[src/rtl/alu_pkg.sv]
// Shared ALU constants: default datapath width, the most-negative operand,
// and bit positions of the result flags in the processor status word.
package alu_pkg;

   localparam int WIDTH_DEF = 32;

   localparam logic [WIDTH_DEF-1:0] MIN_NEG = {1'b1, {(WIDTH_DEF-1){1'b0}}};

   localparam int FLAG_OVF  = 0;
   localparam int FLAG_ZERO = 1;
   localparam int FLAG_NEG  = 2;
   localparam int NFLAGS    = 3;

   // Most-negative two's-complement value for an arbitrary width.
   function automatic logic [WIDTH_DEF-1:0] min_neg_of(input int w);
      logic [WIDTH_DEF-1:0] v;
      v = '0;
      v[w-1] = 1'b1;
      return v;
   endfunction

endpackage

[src/rtl/inc_cla.sv]
// WIDTH-bit incrementer (a + 1) built from 4-bit carry-lookahead groups.
// Group carries are chained through group propagate terms; no adder operator.
module inc_cla
   import alu_pkg::*;
#(
   parameter int WIDTH = WIDTH_DEF
) (
   input  logic [WIDTH-1:0] a,
   output logic [WIDTH-1:0] sum,
   output logic             cout
);

   localparam int NG = (WIDTH + 3) / 4;
   localparam int PW = NG * 4;

   logic [PW-1:0] a_pad;
   logic [PW:0]   c;
   logic [NG:0]   gc;
   logic [NG-1:0] gp;
   logic          pre;

   // An incrementer has no generate terms: a carry reaches a bit only when
   // every lower bit in its group is 1 and the group itself receives a carry.
   always_comb begin
      a_pad = '0;
      a_pad[WIDTH-1:0] = a;
      c     = '0;
      gc    = '0;
      gp    = '0;
      pre   = 1'b0;
      gc[0] = 1'b1;
      for (int g = 0; g < NG; g++) begin
         pre = 1'b1;
         for (int j = 0; j < 4; j++) begin
            c[g*4+j] = gc[g] & pre;
            pre      = pre & a_pad[g*4+j];
         end
         gp[g]   = pre;
         gc[g+1] = gc[g] & gp[g];
      end
      c[PW] = gc[NG];
   end

   assign sum  = a ^ c[WIDTH-1:0];
   assign cout = c[WIDTH];

endmodule

[src/rtl/neg_new_unit.sv]
// Two's-complement negation for the ALU NEG instruction: combinational y = -x
// plus a one-cycle registered copy with overflow/zero/sign flags.
module neg_new_unit
   import alu_pkg::*;
#(
   parameter int WIDTH = WIDTH_DEF
) (
   input  logic             clk,
   input  logic             rst_n,
   input  logic [WIDTH-1:0] x,
   input  logic             in_valid,
   output logic [WIDTH-1:0] y,
   output logic [WIDTH-1:0] y_q,
   output logic             out_valid,
   output logic             ovf_q,
   output logic             zero_q,
   output logic             neg_q
);

   localparam logic [WIDTH-1:0] MIN_VAL = {1'b1, {(WIDTH-1){1'b0}}};

   logic              inc_cout;
   logic [NFLAGS-1:0] flags;
   logic [NFLAGS-1:0] flags_q;

   inc_cla #(.WIDTH(WIDTH)) u_inc (
      .a    (~x),
      .sum  (y),
      .cout (inc_cout)
   );

   // The carry out of ~x + 1 is set only for x == 0, i.e. exactly when y == 0.
   always_comb begin
      flags            = '0;
      flags[FLAG_OVF]  = (x == MIN_VAL);
      flags[FLAG_ZERO] = inc_cout;
      flags[FLAG_NEG]  = y[WIDTH-1];
   end

   // in_valid qualifies x for one cycle; out_valid follows one cycle later.
   // There is no ready: the consumer must take each result when it appears.
   always_ff @(posedge clk or negedge rst_n) begin
      if (!rst_n) begin
         y_q       <= '0;
         flags_q   <= '0;
         out_valid <= 1'b0;
      end else begin
         out_valid <= in_valid;
         if (in_valid) begin
            y_q     <= y;
            flags_q <= flags;
         end
      end
   end

   assign ovf_q  = flags_q[FLAG_OVF];
   assign zero_q = flags_q[FLAG_ZERO];
   assign neg_q  = flags_q[FLAG_NEG];

endmodule

[config.mk]
export PLATFORM = sky130hd
export DESIGN_NAME = neg_new_unit
export DESIGN_NICKNAME = d
export VERILOG_FILES = /design/src/rtl/alu_pkg.sv /design/src/rtl/inc_cla.sv /design/src/rtl/neg_new_unit.sv
export SDC_FILE = /design/constraint.sdc
export NUM_CORES = 1
export LEC_CHECK = 0
export ABC_AREA = 1
export CAP_MARGIN = 20
export CORE_MARGIN = 4
export CORE_UTILIZATION = 40
export CTS_CLUSTER_SIZE = 30
export DETAILED_ROUTE_END_ITERATION = 7
export GPL_TIMING_DRIVEN = 1
export HOLD_SLACK_MARGIN = 0.08
export PLACE_DENSITY = 0.8
export SLEW_MARGIN = 30
export SYNTH_ARGS = -nofsm -noshare
export SYNTH_HDL_FRONTEND = slang
export SYNTH_SLANG_ARGS = --single-unit
[constraint.sdc]
create_clock -name clk -period 3 [get_ports clk]
set_input_delay 0.6 -clock clk [delete_from_list [all_inputs] [get_ports clk]]
set_output_delay 0.6 -clock clk [all_outputs]
set_load 0.01 [all_outputs]
Yosys cells after proc, flatten, opt, wreduce, memory -nomap -nowiden --
Cells that the tools add are included.
Operators by class: bitwise operators 54, eq/ne operators 1
Operators by type and width (number):
- 1-bit AND | 52
- 32-bit equality test, second input constant | 1
- 32-bit inverter | 1
- 32-bit bitwise XOR | 1
Word-level totals: register bits after elaboration 36, word-level logic and storage cells 58

Longest topological paths before layout --
word-level depth 12, gate-level depth with buffers 14

Cells and area by module --
From an unflattened synthesis, not the netlist that was laid out.
Second synthesis, totals: cells, all modules 293, area, all modules 2160.8 sq um
Modules (own cells, without submodules):
- neg_new_unit | cells an instance 205, area an instance 1552.7 sq um, times used 1
- inc_cla | cells an instance 88, area an instance 608.1 sq um, times used 1

Worst setup path before layout --
No wires, ideal clock.
kind input -> output, from input x[0], to output y[17], required time 2.400 ns, buffers on the path 0, arrival time 2.097 ns, stages on the path 12, setup slack 0.303 ns, cells stage by stage inv_1 > ha_1 > ha_1 > ha_1 > nand2_2 > nor2_4 > nand2_4 > inv_1 > nand2_1 > nor2_1 > ha_1 > xnor2_1
Between the ends: word-level cells in the longest chain between the ends 9
RTL lines:
- start: declaration | RTL line neg_new_unit.sv:10 | input logic [WIDTH-1:0] x,
- 32-bit inverter | RTL line neg_new_unit.sv:27 | .a (~x),
- 1-bit AND (3 in a row) | RTL line inc_cla.sv:36 | pre = pre & a_pad[g*4+j];
- 1-bit AND (3 in a row) | RTL line inc_cla.sv:39 | gc[g+1] = gc[g] & gp[g];
- 1-bit AND | RTL line inc_cla.sv:35 | c[g*4+j] = gc[g] & pre;
- 32-bit bitwise XOR | RTL line inc_cla.sv:44 | assign sum = a ^ c[WIDTH-1:0];
- end: declaration | RTL line neg_new_unit.sv:12 | output logic [WIDTH-1:0] y,
Every way passes these cells.

Worst setup path in the final report --
from input x[5], to output y[23]
Between the ends: word-level cells in the longest chain between the ends 10
RTL lines (RTL line):
- 32-bit inverter | neg_new_unit.sv:27
- 1-bit AND (3 in a row) | inc_cla.sv:36
- 1-bit AND (4 in a row) | inc_cla.sv:39
- 1-bit AND | inc_cla.sv:35
- 32-bit bitwise XOR | inc_cla.sv:44
Every way passes these cells.

==> results <==
[sequential cells by signal (all words and copies together), names as in the netlist]
name,count
y_q,32
out_valid,1
flags_q,2
[what timing repair did]
| action | 4_1_cts | 5_1_grt |
|---|---|---|
| resized for setup | 87 | 12 |
| setup buffers | 15 | 1 |
| hold buffers | 0 | 0 |
| setup endpoints to repair | 28 | 20 |
| pin swaps | 16 | 9 |
[cells by family after synthesis]
kind of cell	Yosys count	synth area share, %
fa+ha+maj	10	6.18
xor+xnor	11	4.76
compound gates	9	2.41
flops	35	43.3
buf+inv	48	9.58
simple gates	154	33.8
[worst max-delay path by stage]
stage                       end  slack (ns)  depth (start not counted)
after detailed placement   y[9]       -0.78                         12
after global routing      y[18]       0.003                         12
after global placement    y[17]       -0.66                         14
final                     y[23]        0.12                         12
after floorplan           y[17]        0.30                         12
after CTS                 y[29]        0.01                         14
[synth_stat cells (all sizes together)]
master  instances  area [um^2]
nand2         114          450
inv            38          143
dfrtp          35          876
nor2           22          129
ha             10          125
nand3           9         50.1
o21ai           7         35.0
xnor2           7         61.3
buf             6         36.3
clkbuf          4         15.0
xor2            4         35.0
nand4           3         18.8
a21oi           2         13.8
and2            2         12.5
nor3            2         10.0
and3            1         6.26
nand3b          1         7.51
[metrics by stage]
step	cell area [um^2]	TNS [ns]
after floorplan	2020	0
after global placement	3420	-14.26
after detailed placement	3420	-15.28
after CTS	3630	0
after global routing	3650	0
final	3650	0
[power breakdown]
group	total, uW	switching [uW]	leakage (uW)	internal (uW)
registers	535	21.9	0.000428	514
clock network	309	155	0.0000371	155
logic	384	170	0.00150	215
total	1230	346	0.00196	883
[worst max-delay path, cell delays in order]
cell	delay, ns
clkdlybuf4s50_1	0.45
nor2_2	0.20
nand2_4	0.08
nor2_4	0.11
nand2_4	0.09
nor2_8	0.12
buf_6	0.13
nand3b_1	0.12
nand2_1	0.10
inv_1	0.04
nor2_1	0.08
buf_2	0.15
[metal layers]
metal | share of wire [%] | track usage, %
met1 | 42 | 25.0
met2 | 51 | 37.6
met3 | 5.7 | 5.10
met4 | 1.1 | 5.84
met5 | 0 | 0
[layout make-up]
type                       instances  area [um^2]  share of cell area, %
clock buffer                       6         72.6                   1.99
inverter                          38          145                   3.97
multi-input combinational        184         1060                   28.9
sequential                        35          876                   24.0
tap                               67         83.8                   2.30
timing repair buffer             164         1420                   38.8
==> run metrics <==
DR vias/cell=4.40; Pwr Total=1230 uW; largest net degree at the start of global routing=36; drt wl/cell=12.7 um; DRT Wirelength=6260 um; row count=25; Pleak=0.00196 uW; final worst setup slack=0.121 ns; root buffer cell=clkbuf_8; P&R area growth vs syn=80.4%; Inst Count DP=472; commonest non-fill, non-tap cells in the layout=nand2_1, clkdlybuf4s50_1, buf_4; Slew Limit Fails=0; Fin. Hold Viols=0; top fanout value on the critical path=6; Finished Layout Cells=494; Initial DRC Count=73; first-pass GRT wire length=10600 um; RSZ-0062 raised after global routing=false; gpl congestion=0.797; Post-Synthesis Cell Area=0.00202 mm^2; initial antenna violation count=0; DRC viols=0; fin crit share=96.0%; gr usage total=21.1%; worst setup path class=primary input to output port; Die Ht=79.1 um; minimum clock period=2.88 ns; die area=0.00626 mm^2; vias in the first global route=2359; core box area=0.00482 mm^2; setup slack, reg-to-reg=2.35 ns; Worst Hold Class=primary input to async pin; peak supply drop=277 uV; Clock Skews=0 ns; Pwr Density=337 mW/mm^2; nets=473; Max transition margin=46.9%; I/O pin count=103; Synth Net Count=312; Slew @ Worst Pin=0.796 ns; flops & latches, synth=35; reg-to-reg endpoint=flags_q[1]; sequential area share after synthesis=43.3%; dpl hpwl=4660 um; Critical Path Source=x[5]; die width=79.1 um; # H-tree levels=2; max-cap violation count=0; synth unique cells=28; fill count=395; GRT overflow=0; Post-Synthesis Cells=267; Post-Route Utilization=75.8%; clock sinks=35; synth warn=0; Reg2Reg Depth=2; CP Launch Type=primary input; Max Root-Sink Buffers=2; Setup WS pre-CTS=-0.779 ns; # setup viols final=0; f_max=347 MHz; Worst EP required=2.40 ns; clk slew on worst S/H paths=0.07 ns; RR Startpoint=flags_q[1]; router iterations before antenna repair=4; worst skew pair latency=0.27 ns; commonest non-fill, non-tap cell in the layout=nand2_1; TritonCTS Buffers=5; Initial Util=42.0%; status=completed; Worst Path Arrival=2.28 ns; port bufs=102; Avg Cell Area, Syn=7.58 um^2; CP endpoint kind=output port; ANT nets after route=0; Vias=2176; Ant. Diodes=0; Hold WS=0.409 ns; CTS tree=yes; layout cells sized above 1=27.6%
Power figures use the tool's default switching activity.
